<file path="config.mk">
export PLATFORM = sky130hd
export DESIGN_NAME = cell_out_dispatch_flat
export DESIGN_NICKNAME = d
export VERILOG_FILES = /design/src/rtl/switch_pkg.sv /design/src/rtl/cell_out_dispatch_if.sv /design/src/rtl/cell_rd_tag_pipe.sv /design/src/rtl/cell_out_dispatch.sv /design/src/flat_wrapper.sv
export SDC_FILE = /design/constraint.sdc
export NUM_CORES = 1
export LEC_CHECK = 0
export CAP_MARGIN = 20
export CORE_AREA = 5 5 141 143
export CTS_CLUSTER_DIAMETER = 80
export DETAILED_ROUTE_END_ITERATION = 7
export DIE_AREA = 0 0 146 148
export GPL_TIMING_DRIVEN = 1
export HOLD_SLACK_MARGIN = 0.12
export PLACE_DENSITY = 0.68
export SETUP_SLACK_MARGIN = 0.15
export SKIP_LAST_GASP = 1
export SLEW_MARGIN = 20
export SYNTH_ARGS = -nofsm -noshare
export SYNTH_HDL_FRONTEND = slang
export SYNTH_SLANG_ARGS = --single-unit
</file>
<file path="constraint.sdc">
create_clock -name clk -period 1.68 [get_ports clk]
set_input_delay 0.504 -clock clk [delete_from_list [all_inputs] [get_ports clk]]
set_output_delay 0.504 -clock clk [all_outputs]
set_load 0.02 [all_outputs]
</file>
<file path="src/rtl/switch_pkg.sv">
// Shared egress-switch definitions: port count, cell geometry, dispatcher
// state encoding and the read-return tag that travels beside each buffer read.
package switch_pkg;

  localparam int NUM_PORTS  = 4;
  localparam int PORT_W     = 2;
  localparam int CELL_BEATS = 8;

  typedef enum logic [1:0] {
    ST_IDLE = 2'd0,
    ST_ARB  = 2'd1,
    ST_READ = 2'd2
  } dispatch_state_e;

  typedef struct packed {
    logic              valid;
    logic [PORT_W-1:0] port;
    logic              first_beat;
  } rd_tag_t;

endpackage

</file>
<file path="src/rtl/cell_out_dispatch_if.sv">
// Cell descriptor channel from the output scheduler to the dispatcher.
// Handshake: a descriptor transfers on a rising clk edge where cell_valid and
// cell_ready are both high; the master holds all fields stable while valid is
// high and not yet accepted, and ready never depends on valid.
interface cell_out_dispatch_if #(
  parameter int ADDR_W = 10
) ();

  logic              cell_valid;
  logic              cell_ready;
  logic [1:0]        cell_port;
  logic [ADDR_W-1:0] cell_addr;
  logic              cell_first;
  logic              cell_last;
  logic [2:0]        cell_pad;

  modport master (
    output cell_valid, cell_port, cell_addr, cell_first, cell_last, cell_pad,
    input  cell_ready
  );

  modport slave (
    input  cell_valid, cell_port, cell_addr, cell_first, cell_last, cell_pad,
    output cell_ready
  );

endinterface

</file>
<file path="src/rtl/cell_rd_tag_pipe.sv">
// RD_LAT-deep shift register of read tags, aligning each tag with the data
// the cell buffer returns for that read. clr wipes every in-flight tag.
module cell_rd_tag_pipe
  import switch_pkg::*;
#(
  parameter int RD_LAT = 2
) (
  input  logic    clk,
  input  logic    clr,
  input  rd_tag_t tag_in,
  output rd_tag_t tag_out
);

  rd_tag_t stage_q [RD_LAT];
  rd_tag_t stage_d [RD_LAT];

  always_comb begin
    stage_d[0] = tag_in;
    for (int i = 1; i < RD_LAT; i++) begin
      stage_d[i] = stage_q[i-1];
    end
  end

  always_ff @(posedge clk) begin
    if (clr) begin
      for (int i = 0; i < RD_LAT; i++) begin
        stage_q[i] <= '0;
      end
    end else begin
      stage_q <= stage_d;
    end
  end

  assign tag_out = stage_q[RD_LAT-1];

endmodule

</file>
<file path="src/rtl/cell_out_dispatch.sv">
// Egress cell dispatcher: takes a descriptor, waits for the target port's
// backpressure to clear, then streams the whole cell from the buffer to it.
module cell_out_dispatch
  import switch_pkg::*;
#(
  parameter int ADDR_W     = 10,
  parameter int CELL_BEATS = switch_pkg::CELL_BEATS,
  parameter int RD_LAT     = 2,
  localparam int BEAT_W    = $clog2(CELL_BEATS)
) (
  input  logic                     clk,
  input  logic                     reset,
  cell_out_dispatch_if.slave       desc,
  output logic                     mem_rd_en,
  output logic [ADDR_W+BEAT_W-1:0] mem_rd_addr,
  input  logic [63:0]              mem_rd_data,
  output logic [63:0]              pktout_data_0,
  output logic [63:0]              pktout_data_1,
  output logic [63:0]              pktout_data_2,
  output logic [63:0]              pktout_data_3,
  output logic                     pktout_data_wr_0,
  output logic                     pktout_data_wr_1,
  output logic                     pktout_data_wr_2,
  output logic                     pktout_data_wr_3,
  output logic                     o_cell_first,
  output logic                     o_cell_last,
  output logic [2:0]               o_pad_num_64,
  output logic [NUM_PORTS-1:0]     o_vaild,
  input  logic [NUM_PORTS-1:0]     o_cell_bp,
  output dispatch_state_e          dbg_state
);

  dispatch_state_e     state_q, state_d;
  logic [BEAT_W-1:0]   beat_cnt_q, beat_cnt_d;
  logic [PORT_W-1:0]   port_q, port_d;
  logic [ADDR_W-1:0]   addr_q, addr_d;
  logic                first_q, first_d;
  logic                last_q, last_d;
  logic [2:0]          pad_q, pad_d;

  logic [63:0]          data_q, data_d;
  logic [NUM_PORTS-1:0] wr_q, wr_d;
  logic [NUM_PORTS-1:0] vaild_q, vaild_d;
  logic                 sb_first_q, sb_first_d;
  logic                 sb_last_q, sb_last_d;
  logic [2:0]           sb_pad_q, sb_pad_d;

  rd_tag_t tag_in;
  rd_tag_t ret_tag;

  assign desc.cell_ready = (state_q == ST_IDLE) && !reset;

  always_comb begin
    state_d    = state_q;
    beat_cnt_d = beat_cnt_q;
    port_d     = port_q;
    addr_d     = addr_q;
    first_d    = first_q;
    last_d     = last_q;
    pad_d      = pad_q;
    case (state_q)
      ST_IDLE: begin
        if (desc.cell_valid && desc.cell_ready) begin
          port_d  = desc.cell_port;
          addr_d  = desc.cell_addr;
          first_d = desc.cell_first;
          last_d  = desc.cell_last;
          pad_d   = desc.cell_pad;
          state_d = ST_ARB;
        end
      end
      ST_ARB: begin
        if (!o_cell_bp[port_q]) begin
          beat_cnt_d = '0;
          state_d    = ST_READ;
        end
      end
      ST_READ: begin
        // Backpressure is deliberately not looked at here: cells are atomic.
        beat_cnt_d = beat_cnt_q + BEAT_W'(1);
        if (beat_cnt_q == BEAT_W'(CELL_BEATS - 1)) begin
          state_d = ST_IDLE;
        end
      end
      default: state_d = ST_IDLE;
    endcase
  end

  assign mem_rd_en   = (state_q == ST_READ);
  assign mem_rd_addr = {addr_q, beat_cnt_q};
  assign tag_in      = '{valid:      (state_q == ST_READ),
                         port:       port_q,
                         first_beat: (beat_cnt_q == '0)};

  cell_rd_tag_pipe #(
    .RD_LAT (RD_LAT)
  ) u_tag_pipe (
    .clk     (clk),
    .clr     (reset),
    .tag_in  (tag_in),
    .tag_out (ret_tag)
  );

  // Latched sideband stays intact until the next handshake, which comes at
  // least CELL_BEATS cycles after the first read, so RD_LAT <= CELL_BEATS.
  always_comb begin
    data_d     = data_q;
    wr_d       = '0;
    vaild_d    = '0;
    sb_first_d = sb_first_q;
    sb_last_d  = sb_last_q;
    sb_pad_d   = sb_pad_q;
    if (ret_tag.valid) begin
      data_d = mem_rd_data;
      wr_d   = NUM_PORTS'(1) << ret_tag.port;
      if (ret_tag.first_beat) begin
        vaild_d    = NUM_PORTS'(1) << ret_tag.port;
        sb_first_d = first_q;
        sb_last_d  = last_q;
        sb_pad_d   = pad_q;
      end
    end
  end

  always_ff @(posedge clk) begin
    if (reset) begin
      state_q    <= ST_IDLE;
      beat_cnt_q <= '0;
      port_q     <= '0;
      addr_q     <= '0;
      first_q    <= 1'b0;
      last_q     <= 1'b0;
      pad_q      <= '0;
      data_q     <= '0;
      wr_q       <= '0;
      vaild_q    <= '0;
      sb_first_q <= 1'b0;
      sb_last_q  <= 1'b0;
      sb_pad_q   <= '0;
    end else begin
      state_q    <= state_d;
      beat_cnt_q <= beat_cnt_d;
      port_q     <= port_d;
      addr_q     <= addr_d;
      first_q    <= first_d;
      last_q     <= last_d;
      pad_q      <= pad_d;
      data_q     <= data_d;
      wr_q       <= wr_d;
      vaild_q    <= vaild_d;
      sb_first_q <= sb_first_d;
      sb_last_q  <= sb_last_d;
      sb_pad_q   <= sb_pad_d;
    end
  end

  assign pktout_data_0    = data_q;
  assign pktout_data_1    = data_q;
  assign pktout_data_2    = data_q;
  assign pktout_data_3    = data_q;
  assign pktout_data_wr_0 = wr_q[0];
  assign pktout_data_wr_1 = wr_q[1];
  assign pktout_data_wr_2 = wr_q[2];
  assign pktout_data_wr_3 = wr_q[3];
  assign o_vaild          = vaild_q;
  assign o_cell_first     = sb_first_q;
  assign o_cell_last      = sb_last_q;
  assign o_pad_num_64     = sb_pad_q;
  assign dbg_state        = state_q;

endmodule

</file>
<file path="src/flat_wrapper.sv">
// flat-port wrapper written by rule: the top's interface ports become plain ports
module cell_out_dispatch_flat import switch_pkg::*;
#(
  parameter int ADDR_W     = 10,
  parameter int CELL_BEATS = switch_pkg::CELL_BEATS,
  parameter int RD_LAT     = 2,
  localparam int BEAT_W    = $clog2(CELL_BEATS)
)
  (clk, reset, mem_rd_en, mem_rd_addr, mem_rd_data, pktout_data_0, pktout_data_1, pktout_data_2, pktout_data_3, pktout_data_wr_0, pktout_data_wr_1, pktout_data_wr_2, pktout_data_wr_3, o_cell_first, o_cell_last, o_pad_num_64, o_vaild, o_cell_bp, dbg_state, desc_cell_valid, desc_cell_port, desc_cell_addr, desc_cell_first, desc_cell_last, desc_cell_pad, desc_cell_ready);
  cell_out_dispatch_if #(.ADDR_W(ADDR_W)) desc_i ();
  input  logic clk;
  input  logic reset;
  output logic mem_rd_en;
  output logic [ADDR_W+BEAT_W-1:0] mem_rd_addr;
  input  logic [63:0] mem_rd_data;
  output logic [63:0] pktout_data_0;
  output logic [63:0] pktout_data_1;
  output logic [63:0] pktout_data_2;
  output logic [63:0] pktout_data_3;
  output logic pktout_data_wr_0;
  output logic pktout_data_wr_1;
  output logic pktout_data_wr_2;
  output logic pktout_data_wr_3;
  output logic o_cell_first;
  output logic o_cell_last;
  output logic [2:0] o_pad_num_64;
  output logic [NUM_PORTS-1:0] o_vaild;
  input  logic [NUM_PORTS-1:0] o_cell_bp;
  output dispatch_state_e dbg_state;
  input wire logic [$bits(desc_i.cell_valid)-1:0] desc_cell_valid;
  input wire logic [$bits(desc_i.cell_port)-1:0] desc_cell_port;
  input wire logic [$bits(desc_i.cell_addr)-1:0] desc_cell_addr;
  input wire logic [$bits(desc_i.cell_first)-1:0] desc_cell_first;
  input wire logic [$bits(desc_i.cell_last)-1:0] desc_cell_last;
  input wire logic [$bits(desc_i.cell_pad)-1:0] desc_cell_pad;
  output wire logic [$bits(desc_i.cell_ready)-1:0] desc_cell_ready;
  assign desc_i.cell_valid = desc_cell_valid;
  assign desc_i.cell_port = desc_cell_port;
  assign desc_i.cell_addr = desc_cell_addr;
  assign desc_i.cell_first = desc_cell_first;
  assign desc_i.cell_last = desc_cell_last;
  assign desc_i.cell_pad = desc_cell_pad;
  assign desc_cell_ready = desc_i.cell_ready;
  cell_out_dispatch #(.ADDR_W(ADDR_W), .CELL_BEATS(CELL_BEATS), .RD_LAT(RD_LAT)) u_core (.clk(clk), .reset(reset), .desc(desc_i), .mem_rd_en(mem_rd_en), .mem_rd_addr(mem_rd_addr), .mem_rd_data(mem_rd_data), .pktout_data_0(pktout_data_0), .pktout_data_1(pktout_data_1), .pktout_data_2(pktout_data_2), .pktout_data_3(pktout_data_3), .pktout_data_wr_0(pktout_data_wr_0), .pktout_data_wr_1(pktout_data_wr_1), .pktout_data_wr_2(pktout_data_wr_2), .pktout_data_wr_3(pktout_data_wr_3), .o_cell_first(o_cell_first), .o_cell_last(o_cell_last), .o_pad_num_64(o_pad_num_64), .o_vaild(o_vaild), .o_cell_bp(o_cell_bp), .dbg_state(dbg_state));
endmodule
</file>
[Word level (Yosys, flattened, before mapping)]
Cells that the tools add are included.
Operators by class
  bitwise gates (word level): 2
  add/sub/neg operators: 1
  $lt $le $gt $ge: 1
  mux-type cells: 8
  reductions and logical operators: 12
  equal/unequal tests: 6
  shift operators: 1
Operators with widths (count)
  $mux W2: 3
  $pmux W2 S3: 1
  $pmux W3 S2: 1
  $reduce_and A2 Y1: 3
  $ne A2 B2 Y1 const B: 2
  $shl A1 B2 Y4 const A: 1
  $add A3 B1 Y3 const B: 1
  $eq A3 B3 Y1 const B: 1
  $logic_not A3 Y1: 1
  $lt A2 B3 Y1 const B: 1
  $mux W3: 1
  $reduce_and A3 Y1: 1
  $reduce_or A3 Y1: 1
  $bmux W1 S2: 1
  $eq A2 B1 Y1 const B: 1
  $eq A2 B2 Y1 const B: 1
  $logic_and A1 B1 Y1: 2
  $logic_not A2 Y1: 1
  $ne A2 B1 Y1 const B: 1
  $not A1 Y1: 2
  $reduce_bool A2 Y1: 1
  $reduce_or A2 Y1: 1
  $logic_not A1 Y1: 1
  $mux W1: 1
Word-level totals
  bits of input ports: 88
  bits in registers: 107

[Logic depth before layout (Yosys ltp)]
Gate-level depths: netlist of the first run.
  depth after elaboration: 5
  gate-level depth with buffers: 8
  depth with buffers taken out: 6

[By module]
From an unflattened synthesis of the first run, not the netlist that was laid out.
Unflattened totals
  cell total of the unflattened synthesis: 575
  area total of the unflattened synthesis: 5296.3 µm²
Modules (own cells, without submodules)
  cell_out_dispatch: cells each 559, instances 1, area each 5086.1 µm²
  cell_rd_tag_pipe: cells each 16, instances 1, area each 210.2 µm²

[Least setup slack after synthesis of the first run]
OpenSTA, ideal clock, no wires.
  kind: reg2reg
  from: reg u_core.state_q[0], in the netlist u_core.dbg_state[0]
  to: reg u_core.port_q[0]
  required time: 1.557 ns
  slack: -0.069 ns
  arrival: 1.626 ns
  library setup time: 0.123 ns
  cell stages (with the launch flop): 7
  cells stage by stage: dfxtp_1 inv_1 ha_1 nor2b_1 and2_1 buf_2 mux2_1
Between the ends
  longest elaborated chain between the ends: 4
Ends and longest elaborated chain
  from (decl): RTL line cell_out_dispatch.sv:33  | dispatch_state_e state_q, state_d;
  from (signal assigned): RTL line cell_out_dispatch.sv:141  | state_q <= state_d;
  $logic_not A2 Y1: RTL line cell_out_dispatch.sv:51  | assign desc.cell_ready = (state_q == ST_IDLE) && !reset;
  $logic_and A1 B1 Y1: RTL line cell_out_dispatch.sv:51
  via desc_cell_ready: RTL line flat_wrapper.sv:36  | output wire logic [$bits(desc_i.cell_ready)-1:0] desc_cell_ready;
  $logic_and A1 B1 Y1: RTL line cell_out_dispatch.sv:63  | if (desc.cell_valid && desc.cell_ready) begin
  $reduce_and A2 Y1 (no source line)
  to (signal assigned): RTL line cell_out_dispatch.sv:143  | port_q <= port_d;
  to (decl): RTL line cell_out_dispatch.sv:35  | logic [PORT_W-1:0] port_q, port_d;
The timed path passes the listed nets, and every way through them passes these cells.
A chain may end at the register's enable or synchronous reset.

[Worst setup path after layout of the first run]
  from: reg u_core.state_q[0], in the netlist u_core.dbg_state[0]
  to: out desc_cell_ready
Between the ends
  longest elaborated chain between the ends: 2
Ends and longest elaborated chain (RTL line)
  $logic_not A2 Y1: cell_out_dispatch.sv:51
  $logic_and A1 B1 Y1: cell_out_dispatch.sv:51
  to (decl): flat_wrapper.sv:36
Every way passes these cells.

==> impl_metrics.ini, run 1 <==
[outcome]
status = finished, final reports clean

[finish]
final_area_sq_um = 7030
layout_commonest_cell = buf_2
area_growth_pct = 32.9
n_antenna_cell = 0
layout-drive-gt1-share_pct = 51.0
final_nets = 852
fillers = 2039
mostFrequentLayoutCells = buf_2 (222), clkdlybuf4s50_1 (86), nor2_1 (68)

[die]
core_area_sq_um = 18500
die_h_um = 148
fp-row-count = 50
design.die.area_sq_um = 21600
initial_utilization_pct = 28.7
ios = 374
die_x_um = 146

[yosys]
synthesis.area_sq_um = 5290
seq_area_frac_synth_pct = 40.5
yosys.area_share.adder_pct = 1.42
synth_xor_area_share_pct = 0
synth_top_family_by_area = buffers and inverters
synth_simple_gate_area_share_pct = 11.9
ys_seq_elements = 107
synthFlopType = dfxtp_1
synth_compound_area_share_pct = 3.05
ys_warn_count = 0
synth_edf_count = 0
syn_nets = 666
syn_avg_cell_area_sq_um = 9.25
synthMuxAreaShare_pct = 13.4
synth_cell_types = 29
syn_inst = 572
ys_async_sr_fraction_pct = 0

[route]
routed_via_density = 4.05
wl_per_cell_um = 16.0
drtIter0Drc = 108
ant_nets = 0
drt_first_pass_iters = 4
finalWirelength_mm = 15.9
drcViolationCount = 0
dr_total_vias = 4042

[clock_tree]
clock-sinks = 107
path_clk_slew_ps = 80
cts_tree = done
worstSkewPairLatency_ps = 350
cts_made_buffers = 9
cts-root-buf = clkbuf_16
cts-htree-levels = 3
clockBufferDepth = 2

[sta]
finalSetupViolCount = 0
skew_ps = 8.03
post-route-min-period_ps = 1650
finalHoldViolCount = 0
setup-tns-final_ps = 0
rsz0062_at_grt = yes
drv_slew = 0
slew_headroom_pct = 64.3
postLayoutSetupSlackWorst_ps = 30.7
finalCritPeriodShare_pct = 98.2
worstMarginPinSlew_ps = 535
max_freq_ghz = 0.606

[hold_path]
hold_path_class = reg2reg

[global_route]
grt_max_degree = 54
globalRouteOverflowTotal = 0
grt_pass1_wl_mm = 23.4
grt.total_usage_pct = 13.4
grt_pass1_vias = 3925
antenna_found_initial = 0

[place]
port_buffers = 373
dp_hpwl_mm = 12.2
post_dp_cell_area_sq_um = 7930
gp_congestion = 0.738
pre_cts_slack_ps = -158

[worst_setup_path]
crit_required_ps = 1180
start_kind = flip-flop
crit_path_max_fanout = 3
end_kind = primary output
critical_path_class = reg2out
arrival_ps = 1150

[power]
power_mw = 6.97
ir_worst_vdd_mv = 0.590
power_density_nw_per_um2 = 991
p_leak_nw = 3.44

[flow_run]
drv_cap = 0
-- final timing paths --
path                                                               from                                       to  slack, ps  cells past startpoint
worst max register to register         u_core.dbg_state[1]$_SDFFE_PP0P_        u_core.beat_cnt_q[1]$_SDFFE_PP0P_        230                      7
worst min register to register  u_core.u_tag_pipe.stage_d[1]$_SDFF_PP0_  u_core.u_tag_pipe.tag_out[1]$_SDFF_PP0_        440                      1
worst max-delay path                   u_core.dbg_state[0]$_SDFFE_PP0P_                          desc_cell_ready         30                      4
worst min-delay path            u_core.u_tag_pipe.stage_d[1]$_SDFF_PP0_  u_core.u_tag_pipe.tag_out[1]$_SDFF_PP0_        440                      1
-- report_power, final --
group          leakage, nW  switching (mW)  internal (mW)  total [mW]
Clock                0.154            1.04           1.19        2.22
Combinational         2.39           0.987          0.872        1.86
Sequential           0.894           0.159           2.73        2.89
-- metal layers --
metal	global-route usage [%]	wire, um	share of wire [%]	vias to the layer above
li1	-	-	-	2011
met3	5.49	1320	8.3	8
met1	15.3	6500	41	1843
met5	0	0	0	-
met2	24.2	8040	50	180
met4	1.83	74	0.46	0
-- flip-flops by register name, indices dropped and copies added, names as in the netlist, 2 cells and up --
signal and cells:
u_core.dbg_state 2, u_core.u_tag_pipe.tag_out 4, u_core.beat_cnt_q 3, u_core.pktout_data_0 64, u_core.u_tag_pipe.stage_d 4, u_core.o_vaild 4
u_core.wr_q 4, u_core.port_q 2, u_core.pad_q 3, u_core.o_pad_num_64 3, u_core.addr_q 10
-- metrics by stage --
| stage | utilization (%) | hold slack [ps] | instances |
|---|---|---|---|
| floorplan | - | 414 | 572 |
| global placement | 42.9 | 418 | 980 |
| detailed placement | 42.9 | 420 | 980 |
| CTS | 42.5 | 447 | 997 |
| global route | 38.1 | 464 | 997 |
| finish | 38.1 | 444 | 997 |
-- synth_stat cells, types with 6 or more instances --
library cell	instances	area, sq um
dfxtp_1	107	2140
nor2_1	68	255
o21ai_1	15	75.1
a21oi_1	9	45.0
nor2b_1	8	50.1
buf_4	192	1440
nand2b_1	19	119
mux2i_1	66	661
ha_1	6	75.1
nand3_1	7	35.0
buf_2	18	90.1
nand2_1	27	101
-- cells by family after synthesis --
kind of cell,after synthesis
fa+ha+maj,6
simple gates,140
flops,107
compound gates,28
buf+inv,221
mux,70
-- critical path, cell delays in order (launching register included) --
cell     delay, ps
dfxtp_2        340
inv_4           70
ha_4           130
nor2b_4        140
buf_6          120
-- final cells by class --
class	count	area (sq um)	share of cell area, %
clock buffers	9	225	3.20
clock inverters	7	83.8	1.19
inverters	5	21.3	0.302
multi-input cells	244	1620	23.0
flip-flops and latches	107	2210	31.5
well taps	234	293	4.16
repair buffers	391	2580	36.7
-- repair_timing --
item,CTS,global route
setup endpoints to repair,288,165
resized for setup,952,204
hold endpoints to repair,0,0
pin swaps,1,3
gates cloned,0,0
setup buffers,1,0
hold buffers,0,0
Note: power is estimated with default switching activity, not from simulation.
==> run 2: changes to the inputs <==
- PLACE_DENSITY: 0.68 -> unset
- PLACE_DENSITY_LB_ADDON: unset -> 0.2
==> impl_metrics.ini, run 2 (synthesis results as in run 1) <==
[outcome]
status = finished, final reports clean

[worst_setup_path]
arrival_ps = 1170
end_kind = primary output
critical_path_class = reg2out
start_kind = flip-flop
crit_path_max_fanout = 3
crit_required_ps = 1180

[finish]
multiInputGateArea_sq_um = 1640
mostFrequentLayoutCells = buf_2 (199), clkdlybuf4s50_1 (86), nor2_1 (68)
largest_reg_flops = 64
area_growth_pct = 36.7
final_nets = 851
utilization_pct = 39.2
fillers = 1939
n_antenna_cell = 0
layout_commonest_cell = buf_2
area.sequential_sq_um = 2220
layout-drive-gt1-share_pct = 51.0

[global_route]
grt_pass1_vias = 4071
antenna_found_initial = 0
grt_max_degree = 52
grt_pass1_wl_mm = 23.8
globalRouteOverflowTotal = 0
grt.total_usage_pct = 13.8

[sta]
rsz0062_at_grt = yes
hold_ws_ps = 446
slew_headroom_pct = 70.8
finalHoldViolCount = 0
max_freq_ghz = 0.596
skew_ps = 11.4
finalCritPeriodShare_pct = 99.8
finalSetupViolCount = 0
worstMarginPinSlew_ps = 437
post-route-min-period_ps = 1680
drv_slew = 0

[power]
power_density_nw_per_um2 = 962
p_leak_nw = 3.39
ir_worst_vdd_mv = 0.664

[route]
m1WireLength_mm = 6.30
top_layer = met4
ant_nets = 0
drtIter0Drc = 114
finalWirelength_mm = 16.2
drcViolationCount = 0
routed_via_density = 4.10
dr_wl_met2_mm = 8.37
dr_total_vias = 4083
routed-wl-met3_mm = 1.30
drt_first_pass_iters = 4
wl_per_cell_um = 16.3

[die]
die_h_um = 148
core_area_sq_um = 18500
fp-row-count = 50
ios = 374
die_x_um = 146
initial_utilization_pct = 28.7
design.die.area_sq_um = 21600

[clock_tree]
cts-htree-levels = 3
clockBufferDepth = 2
clock-sinks = 107
holdBufCountCts = 0
path_clk_slew_ps = 80
cts_made_buffers = 9
worstSkewPairLatency_ps = 350
cts-root-buf = clkbuf_16
cts_tree = done

[place]
gp_congestion = 0.800
port_buffers = 373
dp_hpwl_mm = 12.4

[hold_path]
hold_path_class = reg2reg

[flow_run]
drv_cap = 0
## run 2: through the flow
step                      setup slack [ps]  total power, mW  TNS, ps  instance area (sq um)  cells
after floorplan                        163             4.10        0                   5300    572
after global placement                -154             4.89     -494                   7910    977
after detailed placement              -175             4.93     -897                   7910    977
after CTS                            -4.99             7.05    -9.56                   7880    993
after global routing                 -33.7             7.33    -96.9                   7230    996
final                                 2.71             6.96        0                   7230    996
## run 2: area by class of cell
cell class                      instances  area share [%]
Tap cell                              234            4.05
Inverter                                5           0.260
Timing Repair Buffer                  390            38.1
Clock inverter                          7            1.21
Multi-Input combinational cell        244            22.7
Sequential cell                       107            30.6
Clock buffer                            9            3.11
## run 2: timing repair
action / 4_1_cts / 5_1_grt
buffers inserted: 0 / 3
endpoints found under the setup margin: 288 / 155
gates resized for setup: 952 / 181
pin swaps: 1 / 3
## run 2: worst max-delay path: stages, from the launching register on
cell and delay (ps):
dfxtp_2 350, inv_2 50, buf_4 140, ha_4 160, buf_6 120
## run 2: path summary, 6_finish.rpt
check / from / endpoint / slack, ps / depth (start not counted)
setup / recovery: u_core.dbg_state[0]$_SDFFE_PP0P_ / mem_rd_en / 3 / 4
hold reg to reg: u_core.u_tag_pipe.stage_d[2]$_SDFF_PP0_ / u_core.u_tag_pipe.tag_out[2]$_SDFF_PP0_ / 450 / 1
setup reg to reg: u_core.dbg_state[0]$_SDFFE_PP0P_ / u_core.dbg_state[0]$_SDFFE_PP0P_ / 40 / 10
hold / removal: u_core.u_tag_pipe.stage_d[2]$_SDFF_PP0_ / u_core.u_tag_pipe.tag_out[2]$_SDFF_PP0_ / 450 / 1
## run 2: routing by layer
metal	track usage, %	vias up
met4	4.56	0
met5	0	-
li1	-	2005
met1	14.8	1877
met3	4.23	16
met2	25.7	185
## run 2: power breakdown
part	leakage (nW)	switching, mW	internal [mW]	total, mW
Clock	0.149	1.10	1.08	2.18
Sequential	0.895	0.147	2.72	2.87
Combinational	2.35	1.02	0.883	1.91
Total	3.39	2.27	4.69	6.96
